[src/rtl/mem_byte_sequencer.sv]
// rtl/mem_byte_sequencer.sv - serialises cache load/store tasks into byte accesses on the 8-bit RAM/IO bus
// Optional: define MEM_IO_STALL_EN to stall IO-region writes while io_buffer_full is high.
module mem_byte_sequencer #(
  parameter logic [31:0] IO_BASE = 32'h00030000
) (
  input  logic        clk_in,
  input  logic        rst_in,
  input  logic        rdy_in,
  input  logic [7:0]  mem_din,
  output logic [7:0]  mem_dout,
  output logic [31:0] mem_a,
  output logic        mem_wr,
  input  logic        io_buffer_full,
  input  logic        rob_clear,
  input  logic        new_task,
  input  logic        is_write,
  input  logic [31:0] addr,
  input  logic [31:0] data_in,
  input  logic [2:0]  work_type,
  output logic [31:0] data_out,
  output logic        real_ready_out,
  output logic        is_working
);

  typedef enum logic [1:0] {
    ST_IDLE,
    ST_READ,
    ST_WRITE
  } state_t;

  state_t      state_q, state_d;
  logic [31:0] base_q, base_d;
  logic [1:0]  last_q, last_d;
  logic        sign_q, sign_d;
  logic [31:0] wdata_q, wdata_d;
  logic [1:0]  cnt_q, cnt_d;
  logic [31:0] rbuf_q, rbuf_d;
  logic [31:0] mem_a_q, mem_a_d;
  logic [7:0]  dout_q, dout_d;
  logic        wr_q, wr_d;
  logic [31:0] data_out_q, data_out_d;
  logic        ready_q, ready_d;
  logic        io_stall;
  logic [1:0]  nidx;
  logic [31:0] next_addr;

`ifdef MEM_IO_STALL_EN
  assign io_stall = io_buffer_full && (mem_a_q >= IO_BASE);
`else
  logic unused_io_buffer_full;
  assign unused_io_buffer_full = io_buffer_full;
  assign io_stall = 1'b0;
`endif

  // Little-endian bytes already packed in r; extend from the top bit of the task size.
  function automatic logic [31:0] extend(input logic [31:0] r, input logic [1:0] last,
                                         input logic s);
    logic [31:0] v;
    case (last)
      2'd0:    v = {{24{s & r[7]}}, r[7:0]};
      2'd1:    v = {{16{s & r[15]}}, r[15:0]};
      default: v = r;
    endcase
    return v;
  endfunction

  assign nidx      = cnt_q + 2'd1;
  assign next_addr = base_q + {30'd0, nidx};

  always_comb begin
    state_d    = state_q;
    base_d     = base_q;
    last_d     = last_q;
    sign_d     = sign_q;
    wdata_d    = wdata_q;
    cnt_d      = cnt_q;
    rbuf_d     = rbuf_q;
    mem_a_d    = mem_a_q;
    dout_d     = dout_q;
    wr_d       = wr_q;
    data_out_d = data_out_q;
    ready_d    = 1'b0;
    case (state_q)
      ST_IDLE: begin
        if (new_task && !rob_clear) begin
          base_d  = addr;
          sign_d  = work_type[2];
          wdata_d = data_in;
          cnt_d   = 2'd0;
          mem_a_d = addr;
          case (work_type[1:0])
            2'b00:   last_d = 2'd0;
            2'b01:   last_d = 2'd1;
            default: last_d = 2'd3;
          endcase
          if (is_write) begin
            dout_d  = data_in[7:0];
            wr_d    = 1'b1;
            state_d = ST_WRITE;
          end else begin
            wr_d    = 1'b0;
            state_d = ST_READ;
          end
        end
      end
      ST_READ: begin
        if (rob_clear) begin
          state_d = ST_IDLE;
          mem_a_d = 32'd0;
          cnt_d   = 2'd0;
        end else begin
          rbuf_d[{cnt_q, 3'b000} +: 8] = mem_din;
          if (cnt_q == last_q) begin
            data_out_d = extend(rbuf_d, last_q, sign_q);
            ready_d    = 1'b1;
            cnt_d      = 2'd0;
            state_d    = ST_IDLE;
          end else begin
            cnt_d   = nidx;
            mem_a_d = next_addr;
          end
        end
      end
      ST_WRITE: begin
        // Stores ignore rob_clear: a byte already on the bus cannot be recalled.
        if (!io_stall) begin
          if (cnt_q == last_q) begin
            ready_d = 1'b1;
            wr_d    = 1'b0;
            cnt_d   = 2'd0;
            state_d = ST_IDLE;
          end else begin
            cnt_d   = nidx;
            mem_a_d = next_addr;
            dout_d  = wdata_q[{nidx, 3'b000} +: 8];
          end
        end
      end
      default: begin
        state_d = ST_IDLE;
        wr_d    = 1'b0;
      end
    endcase
  end

  always_ff @(posedge clk_in or posedge rst_in) begin
    if (rst_in) begin
      state_q    <= ST_IDLE;
      base_q     <= 32'd0;
      last_q     <= 2'd0;
      sign_q     <= 1'b0;
      wdata_q    <= 32'd0;
      cnt_q      <= 2'd0;
      rbuf_q     <= 32'd0;
      mem_a_q    <= 32'd0;
      dout_q     <= 8'd0;
      wr_q       <= 1'b0;
      data_out_q <= 32'd0;
      ready_q    <= 1'b0;
    end else if (rdy_in) begin
      state_q    <= state_d;
      base_q     <= base_d;
      last_q     <= last_d;
      sign_q     <= sign_d;
      wdata_q    <= wdata_d;
      cnt_q      <= cnt_d;
      rbuf_q     <= rbuf_d;
      mem_a_q    <= mem_a_d;
      dout_q     <= dout_d;
      wr_q       <= wr_d;
      data_out_q <= data_out_d;
      ready_q    <= ready_d;
    end
  end

  assign mem_a          = mem_a_q;
  assign mem_dout       = dout_q;
  assign mem_wr         = wr_q && rdy_in && !io_stall;
  assign data_out       = data_out_q;
  assign real_ready_out = ready_q;
  assign is_working     = (state_q == ST_IDLE);

endmodule

[config.mk]
export PLATFORM = sky130hd
export DESIGN_NAME = mem_byte_sequencer
export DESIGN_NICKNAME = d
export VERILOG_FILES = /design/src/rtl/mem_byte_sequencer.sv
export SDC_FILE = /design/constraint.sdc
export NUM_CORES = 1
export LEC_CHECK = 0
export BUFFER_PORTS_ARGS = -buffer_cell sky130_fd_sc_hd__buf_2
export CORE_UTILIZATION = 35
export CTS_CLUSTER_DIAMETER = 80
export DETAILED_ROUTE_END_ITERATION = 8
export PLACE_DENSITY = 0.66
export SLEW_MARGIN = 20
export SYNTH_ARGS = -nofsm -noshare
export SYNTH_HDL_FRONTEND = slang
export SYNTH_SLANG_ARGS = --single-unit
[constraint.sdc]
create_clock -name clk_in -period 8.71 [get_ports clk_in]
set_clock_uncertainty 0.05 [all_clocks]
set_input_delay 1.742 -clock clk_in [delete_from_list [all_inputs] [get_ports clk_in]]
set_output_delay 1.742 -clock clk_in [all_outputs]
set_load 0.005 [all_outputs]
== Word level (Yosys, flattened, before mapping) ==
Index checks and enable logic that the tools add are counted.
Storage, ports and cells
  output and inout bits: 75
  register bits after elaboration: 177
  bits of input ports: 82
  word-level logic and storage cells: 73
Cells by class
  shifts and indexed selects: 3
  reduce and logical (&&, ||, !) cells: 15
  bitwise gates (word level): 4
  multiplexer cells: 27
  equality and inequality tests: 9
  add/sub/neg operators: 3
Operators with widths (count)
  $mux W32: 3
  $pmux W32 S3: 1
  $pmux W32 S2: 1
  $add A32 B2 Y32: 1
  $bwmux W32: 1
  $shift A8 B7 Y32 const A: 1
  $shiftx A32 B6 Y8: 1
  $shiftx A8 B7 Y32: 1
  $mux W8: 3
  $pmux W8 S2: 1
  $mux W2: 7
  $pmux W2 S3: 2
  $reduce_and A3 Y1: 3
  $reduce_and A4 Y1: 2
  $neg A5 Y7: 1
  $eq A2 B1 Y1 const B: 3
  $logic_not A2 Y1: 3
  $ne A2 B2 Y1 const B: 3
  $mux W1: 5
  $reduce_and A5 Y1: 1
  $pmux W2 S2: 1
  $pmux W1 S3: 1
  $reduce_bool A3 Y1: 1
  $add A2 B1 Y2 const B: 1
  10 further kinds: 13

== Depth between registers and ports, before layout ==
Gate-level depths: netlist (run 1).
  word-level depth: 5
  mapped depth: 13
  gate-level depth less buffers: 9

== Least setup slack after synthesis (run 1) ==
OpenSTA, ideal clock, no wires.
  path kind: input-to-output
  start point: in rdy_in
  end point: out mem_wr
  path buffers: 0
  data arrival time: 1.867 ns
  stages: 1
  path slack: 5.051 ns
  data required time: 6.918 ns
  cell sequence: and2_1
Between the ends
  word-level cells in the longest chain between the ends: 1
RTL lines
  from (decl): line 8  | input logic rdy_in,
  $logic_and A1 B1 Y1: line 178  | assign mem_wr = wr_q && rdy_in && !io_stall;
  to (decl): line 12  | output logic mem_wr,
No other way between the ends.

== Worst setup path in the final report (run 1) ==
  start point: reg cnt_q[0]
  end point: reg mem_a_q[25], in the netlist mem_a[25]
Between the ends
  word-level cells in the longest chain between the ends: 5
  elaborated cells on any way between the ends: 6
  classes of those cells: add/sub (2); eq/ne (1); mux (3)
RTL lines
  from (decl): line 36  | logic [1:0] cnt_q, cnt_d;
  from (signal assigned): line 166  | cnt_q <= cnt_d;
  $add A2 B1 Y2: line 67  | assign nidx = cnt_q + 2'd1;
  $add A32 B2 Y32: line 68  | assign next_addr = base_q + {30'd0, nidx};
  $mux W32 (*): line 113, 127
  $mux W32: line 107  | if (rob_clear) begin
  $pmux W32 S3 (*): line 83  | case (state_q)
  to (signal assigned): line 168  | mem_a_q <= mem_a_d;
  to (decl): line 38  | logic [31:0] mem_a_q, mem_a_d;
Every way passes the cells marked *; elsewhere a longest branch is shown, timed or not.
A chain may end at the register's enable or synchronous reset.

==> metrics.md, run 1 <==
| Metric | Value |
|---|---|
| Worst min path class | `reg -> reg` |
| Leak Pwr | `4.51 nW` |
| Fin. Hold Viols | `0` |
| WP data arrival | `4.40 ns` |
| RSZ-0062 raised after global routing | `no` |
| Avg WL per Cell | `16.7 um` |
| Global placer's final weighted congestion | `0.760` |
| Hold Buf Count CTS | `0` |
| DRT Pass-1 Iters | `5` |
| DP HPWL | `14,000 um` |
| Fin crit period | `4.07 ns` |
| Final ANT Viol Nets | `0` |
| Post-CTS Resized | `0` |
| Ratio of cells with drive above 1 in the final layout | `34.9%` |
| PortBufs | `155` |
| Max-slew violation count | `0` |
| Worst R2R Start | `cnt_q[0]$_DFFE_PP0P_` |
| Total die area | `24,600 sq um` |
| Worst reg-to-reg path cell count | `8` |
| Hold_sp | `rbuf_q[6]$_DFFE_PP0P_` |
| Setup CP Type | `reg -> reg` |
| H-tree Lvls | `4` |
| Layout Nets | `989` |
| Post-synth ARST share | `100%` |
| Synth warn | `0` |
| Root buffer cell | `clkbuf_16` |
| Synth Cell Area | `8400 sq um` |
| Sequential fraction of the synthesis area | `52.7%` |
| Setup Viol. Count Final | `0` |
| Crit. End Element | `flop` |
| Drt first-iter violations | `380` |
| Clock Latency Late Sink | `0.44 ns` |
| Top FF cell, synth | `dfrtp_1` |
| Slowest cell on the critical path | `dfrtp_1` |
| Starting density of the core | `35.7%` |
| Critical-path maximum fanout | `18` |
| Inserted Clock Buffers | `17` |
| GRT Total Usage | `17.2%` |
| Post-Route WL | `20,500 um` |
| Worst setup SP type | `flop` |
| Worst-Margin Slew | `0.980 ns` |
| Cell Chain, Critical Path | `inv_1 -> ha_1 -> ha_1 -> a21oi_1 -> nor2_1 -> nand3_2 -> or4_1 -> nand3_1` |
| Vert. Die Dim | `157 um` |
| CTS sink count | `177` |
| Avg Synthesized Cell Area | `11.2 sq um` |
| Number of distinct library cells after synthesis | `52` |
| Hold endpoint | `rbuf_q[6]$_DFFE_PP0P_` |
| Mapped Cells | `752` |
| Initial antenna violation count | `7` |
| Power per cell area | `344 nW/um^2` |
| Io pins | `157` |
| Number of synthesized flops with an enable pin | `0` |
| Clock-pin slew on the worst setup and hold paths | `0.07 ns` |
| Vias in the first global route | `5,991` |
| Site Rows | `56` |
| Die width | `157 um` |
| Status | `finished, final reports clean` |
| FF-to-FF End | `mem_a[25]$_DFFE_PP0P_` |
| Vias per inst | `5.01` |
| DRC | `0` |
| Post-CTS Setup Bufs | `0` |
| Largest net degree at the start of global routing | `66` |
| Via Count | `6,157` |
| Worst path required time | `9.04 ns` |
| Core area | `23,500 sq um` |
| Buf+Inv Stages, Crit Path | `1` |
| Fin Setup TNS | `0 ns` |
| #FFs+latches synth | `177` |
| Final core utilization | `42.8%` |
| Max Cap Viol | `0` |
| F_max | `246 MHz` |
| Crit-path max cell delay | `0.98 ns` |
| Layout area overhead | `20.0%` |
| Top delay family on crit path | `simple AND/OR/NAND/NOR gates` |
| CTS tree | `yes` |
| Total global routing overflow | `0` |
| Hold Path Depth | `1` |
| Period utilization | `46.7%` |
| Peak VDD IR | `0.000150 V` |
| Max_slew headroom | `34.6%` |
| Most Frequent Cell on Critical Path | `ha_1` |
| Reg2Reg Setup Slack | `4.64 ns` |
| Longest Clk Path Bufs | `2` |
| First-pass GRT wire length | `32,500 um` |
| Syn Nets | `845` |
-- how the worst max path moves through the flow --
stage                                to                  from  slack, ns  cells after the start
6_report          mem_a[25]$_DFFE_PP0P_  cnt_q[0]$_DFFE_PP0P_       4.64                      8
5_1_grt           mem_a[25]$_DFFE_PP0P_  cnt_q[0]$_DFFE_PP0P_       4.33                      8
4_1_cts           mem_a[25]$_DFFE_PP0P_  cnt_q[0]$_DFFE_PP0P_       4.58                      8
3_5_place_dp   data_out[28]$_DFFE_PP0P_                rdy_in       4.42                      8
3_3_place_gp   data_out[21]$_DFFE_PP0P_                rdy_in       4.46                      8
2_1_floorplan     base_q[0]$_DFFE_PP0P_                rst_in       2.12                      1
-- power by group --
part | leakage (nW) | internal (mW) | total [mW] | switching, mW
combinational | 2.04 | 0.641 | 1.26 | 0.616
sequential | 2.18 | 1.19 | 1.46 | 0.267
clock | 0.278 | 0.389 | 0.757 | 0.368
total | 4.51 | 2.22 | 3.47 | 1.25
-- registers in the layout, indices dropped and copies added, names as in the netlist --
name / flops
base_q: 32
data_out: 32
mem_a: 32
rbuf_q: 32
wdata_q: 32
mem_dout: 8
cnt_q: 2
last_q: 2
state_q: 2
real_ready_out: 1
sign_q: 1
wr_q: 1
-- synth_stat cells, types with 4 or more instances --
library cell,instances,area [sq um]
nor2b_1,24,150
mux2_2,100,1130
and3_1,7,43.8
a21oi_1,54,270
a22o_1,8,70.1
nor2_1,54,203
nor3_1,5,25.0
inv_1,32,120
nand3_1,7,35.0
buf_2,8,40.0
buf_1,8,30.0
o22a_1,8,70.1
nand2_1,51,191
nand4_1,14,87.6
o21ai_0,50,250
xnor2_1,7,61.3
clkbuf_1,23,86.3
xor2_1,21,184
a22oi_1,26,195
o2bb2ai_1,4,35.0
dfrtp_1,177,4430
mux4_2,8,180
and2_1,6,37.5
ha_1,10,125
-- through the flow --
step	instance area [sq um]	total power [mW]	hold WS [ns]	instances	worst slack, ns
after floorplan	8400	2.30	0.408	752	2.12
after global placement	9500	2.69	0.421	1196	4.46
after detailed placement	9500	2.73	0.424	1196	4.42
after CTS	10100	3.50	0.449	1228	4.58
after global routing	10100	3.72	0.459	1229	4.33
final	10100	3.47	0.444	1230	4.64
-- logic make-up (layout without fill, tap and decap cells) --
logic type / Yosys count / after routing / synth area share, %
and+or+nand+nor: 189 / 189 / 11.4
DFF: 177 / 177 / 52.7
AOI/OAI and AO/OA: 165 / 165 / 11.9
muxes: 108 / 108 / 15.5
buffers and inverters: 72 / 229 / 3.42
xor gates and xnor gates: 30 / 30 / 3.31
adders and majority gates: 11 / 11 / 1.73
other: 0 / 2 / 0
-- layer usage --
layer / global-route usage (%) / up-vias / wire [um]
li1: - / 2945 / -
met3: 5.86 / 29 / 1440
met2: 27.1 / 162 / 9420
met5: 0 / - / 49
met1: 22.2 / 3013 / 9380
met4: 5.37 / 8 / 240
-- area by class of cell --
| cell class | count | area (sq um) |
|---|---|---|
| clock inverters | 14 | 143 |
| flip-flops and latches | 177 | 4430 |
| well taps | 319 | 399 |
| inverters | 32 | 125 |
| fillers | 2302 | 13500 |
| multi-input cells | 503 | 3700 |
| diodes | 2 | 5.00 |
| repair buffers | 165 | 851 |
| clock buffers | 18 | 439 |
-- placed cells by master (no fill, tap or decap), drive strengths merged, types with 14 or more instances in the layout --
cell type and count:
buf 165, nand2 51, mux2 100, clkbuf 18, dfrtp 177, nor2b 24
nor2 56, a22oi 26, o21ai 54, nand4 14, inv 39, a21oi 54
xor2 23
Note: power is estimated with default switching activity, not from simulation.
==> run 2: changes to the inputs <==
--- a/config.mk
+++ b/config.mk
@@ -9,7 +9,7 @@
 export CORE_UTILIZATION = 35
 export CTS_CLUSTER_DIAMETER = 80
 export DETAILED_ROUTE_END_ITERATION = 8
-export PLACE_DENSITY = 0.66
+export PLACE_DENSITY = 0.68
 export SLEW_MARGIN = 20
 export SYNTH_ARGS = -nofsm -noshare
 export SYNTH_HDL_FRONTEND = slang
==> constraint.sdc (replaced) <==
create_clock -name clk_in -period 3.7 [get_ports clk_in]
set_clock_uncertainty 0.05 [all_clocks]
set_input_delay 0.74 -clock clk_in [delete_from_list [all_inputs] [get_ports clk_in]]
set_output_delay 0.74 -clock clk_in [all_outputs]
set_load 0.005 [all_outputs]
==> run 2 against run 1 <==
Compared with the run above:
- combinational power up 140%
- die area did not move
- register-to-register slack worse by 3.7 ns
- hold slack worse by 0.017 ns
- flip-flop and latch count is the same
- maximum frequency up 49%
- critical path type unchanged
- largest cell class unchanged
==> metrics.md, run 2 (synthesized netlist as in run 1, its figures left out) <==
| Metric | Value |
|---|---|
| Setup CP Type | `reg -> reg (unchanged)` |
| Site Rows | `56 (unchanged)` |
| Initial antenna violation count | `7 (unchanged)` |
| PortBufs | `155 (unchanged)` |
| Total global routing overflow | `0 (unchanged)` |
| Commonest non-fill, non-tap cells in the layout | `dfrtp_1, buf_2, mux2_2 (unchanged)` |
| F_max | `366 MHz (was 246 MHz)` |
| Drt first-iter violations | `341 (was 380)` |
| Fin. Hold Viols | `0 (unchanged)` |
| Core area | `23,500 sq um (unchanged)` |
| Vias in the first global route | `6,097 (was 5,991)` |
| Post-Route WL | `20,500 um (about the same)` |
| Fin crit period | `2.73 ns (was 4.07 ns)` |
| CTS tree | `yes (unchanged)` |
| Ratio of cells with drive above 1 in the final layout | `35.1% (was 34.9%)` |
| Post-CTS Resized | `0 (unchanged)` |
| Commonest non-fill, non-tap cell in the layout | `dfrtp_1 (unchanged)` |
| Layout Nets | `993 (was 989)` |
| Top delay family on crit path | `compound AO/OA/AOI/OAI gates (was simple AND/OR/NAND/NOR gates)` |
| Dpl ws | `0.930 ns (was 4.42 ns)` |
| Worst min path class | `in -> async (was reg -> reg)` |
| Vias per inst | `4.99 (was 5.01)` |
| Fin Setup TNS | `0 ns (unchanged)` |
| Final setup margin | `0.971 ns (was 4.64 ns)` |
| Via Count | `6,163 (was 6,157)` |
| Root buffer cell | `clkbuf_16 (unchanged)` |
| Power per cell area | `820 nW/um^2 (was 344 nW/um^2)` |
| Largest net degree at the start of global routing | `116 (was 66)` |
| Cell Chain, Critical Path | `inv_1 -> ha_1 -> buf_4 -> nor2_1 -> a31oi_1 -> o21ai_2 -> nor2_2 -> a21oi_1 (was inv_1 -> ha_1 -> ha_1 -> a21oi_1 -> nor2_1 -> nand3_2 -> or4_1 -> nand3_1)` |
| Global placer's final weighted congestion | `0.787 (was 0.760)` |
| Total Power | `8.37 mW (was 3.47 mW)` |
| Fillers | `2,266 (was 2,302)` |
| Critical-path maximum fanout | `16 (was 18)` |
| Final core utilization | `43.3% (was 42.8%)` |
| Status | `finished, final reports clean (unchanged)` |
| RSZ-0062 raised after global routing | `no (unchanged)` |
| Total die area | `24,600 sq um (unchanged)` |
| Post-CTS Setup Bufs | `0 (unchanged)` |
| Clock Latency Late Sink | `0.43 ns (was 0.44 ns)` |
| Period utilization | `73.8% (was 46.7%)` |
| DRT Pass-1 Iters | `6 (was 5)` |
| Buf+Inv Stages, Crit Path | `2 (was 1)` |
| Max Cap Viol | `0 (unchanged)` |
| Max-slew violation count | `0 (unchanged)` |
| DRC | `0 (unchanged)` |
| Crit-path max cell delay | `0.59 ns (was 0.98 ns)` |
| Setup Viol. Count Final | `0 (unchanged)` |
| WP data arrival | `2.95 ns (was 4.40 ns)` |
| Worst path required time | `3.92 ns (was 9.04 ns)` |
| Inserted Clock Buffers | `17 (unchanged)` |
| Worst setup SP type | `flop (unchanged)` |
| GRT Total Usage | `17.1% (was 17.2%)` |
| Io pins | `157 (unchanged)` |
| DP HPWL | `14,100 um (was 14,000 um)` |
| Hold Buf Count CTS | `0 (unchanged)` |
| H-tree Lvls | `4 (unchanged)` |
| Starting density of the core | `35.7% (unchanged)` |
| Slowest cell on the critical path | `nor2_2 (was dfrtp_1)` |
| Avg WL per Cell | `16.5 um (was 16.7 um)` |
| Peak VDD IR | `0.000370 V (was 0.000150 V)` |
| Max_slew headroom | `33.3% (was 34.6%)` |
| CTS sink count | `177 (unchanged)` |
| Vert. Die Dim | `157 um (unchanged)` |
| Longest Clk Path Bufs | `2 (unchanged)` |
| Layout area overhead | `21.4% (was 20.0%)` |
| Leak Pwr | `4.57 nW (was 4.51 nW)` |
| Clock-pin slew on the worst setup and hold paths | `0.07 ns (about the same)` |
| Crit. End Element | `flop (unchanged)` |
| Final ANT Viol Nets | `0 (unchanged)` |
| Worst-Margin Slew | `0.999 ns (was 0.980 ns)` |
| First-pass GRT wire length | `32,600 um (was 32,500 um)` |
| Die width | `157 um (unchanged)` |
[run 2: cell types whose count changed in the layout (fill, tap and decap cells not counted)]
| cell | change |
|---|---|
| clkinvlp_4 | -2 |
| buf_4 | +2 |
| inv_8 | -4 |
| clkinv_4 | +2 |
| bufinv_16 | +4 |
| buf_12 | +2 |
| diode_2 | +3 |
| clkinv_8 | -2 |
| inv_6 | +1 |
[run 2: worst paths after layout]
| path | cells after the start | startpoint | slack [ns] | endpoint |
|---|---|---|---|---|
| min reg2reg | 1 | rbuf_q[6]$_DFFE_PP0P_ | 0.45 | rbuf_q[6]$_DFFE_PP0P_ |
| max | 8 | cnt_q[1]$_DFFE_PP0P_ | 0.97 | data_out[21]$_DFFE_PP0P_ |
| min in group clk_in | 1 | rbuf_q[6]$_DFFE_PP0P_ | 0.45 | rbuf_q[6]$_DFFE_PP0P_ |
| max in group asynchronous | 3 | rst_in | 2.52 | base_q[4]$_DFFE_PP0P_ |
| min | 3 | rst_in | 0.43 | data_out[21]$_DFFE_PP0P_ |
| max reg2reg | 8 | cnt_q[1]$_DFFE_PP0P_ | 0.97 | data_out[21]$_DFFE_PP0P_ |
[run 2: final cells by class]
| class | count | area (sq um) | share of cell area [%] |
|---|---|---|---|
| well taps | 319 | 399 | 3.91 |
| clock buffers | 18 | 439 | 4.30 |
| multi-input cells | 503 | 3700 | 36.2 |
| repair buffers | 169 | 906 | 8.88 |
| inverters | 32 | 124 | 1.21 |
| clock inverters | 13 | 198 | 1.94 |
| flip-flops and latches | 177 | 4430 | 43.4 |
| diodes | 5 | 12.5 | 0.123 |
[run 2: metal layers]
metal	part of all wire (%)	vias to the layer above	GRT usage, %	wire length [um]
met1	45	3030	22.0	9210
met5	0.11	-	0	23
met4	0.89	4	5.37	183
li1	-	2951	-	-
met3	6.5	18	5.51	1330
met2	48	160	27.3	9720
[run 2: through the flow]
step	instances	instance area [sq um]	hold slack, ns
finish	1236	10200	0.428
CTS	1231	10200	0.447
floorplan	752	8410	0.408
global placement	1200	9550	0.420
detailed placement	1200	9550	0.427
global route	1234	10200	0.466
[run 2: worst reg2reg max path, stage by stage, from the launching register on]
cell	delay, ns
dfrtp_1	0.43
inv_1	0.11
ha_1	0.31
buf_4	0.25
nor2_1	0.12
a31oi_1	0.33
o21ai_2	0.23
nor2_2	0.59
a21oi_1	0.16
[run 2: where the power goes]
part	leakage (nW)	switching, mW	total (mW)	internal, mW
combinational	2.07	1.49	3.02	1.52
clock	0.314	0.794	1.96	1.16
sequential	2.18	0.594	3.39	2.80
total	4.57	2.88	8.37	5.48
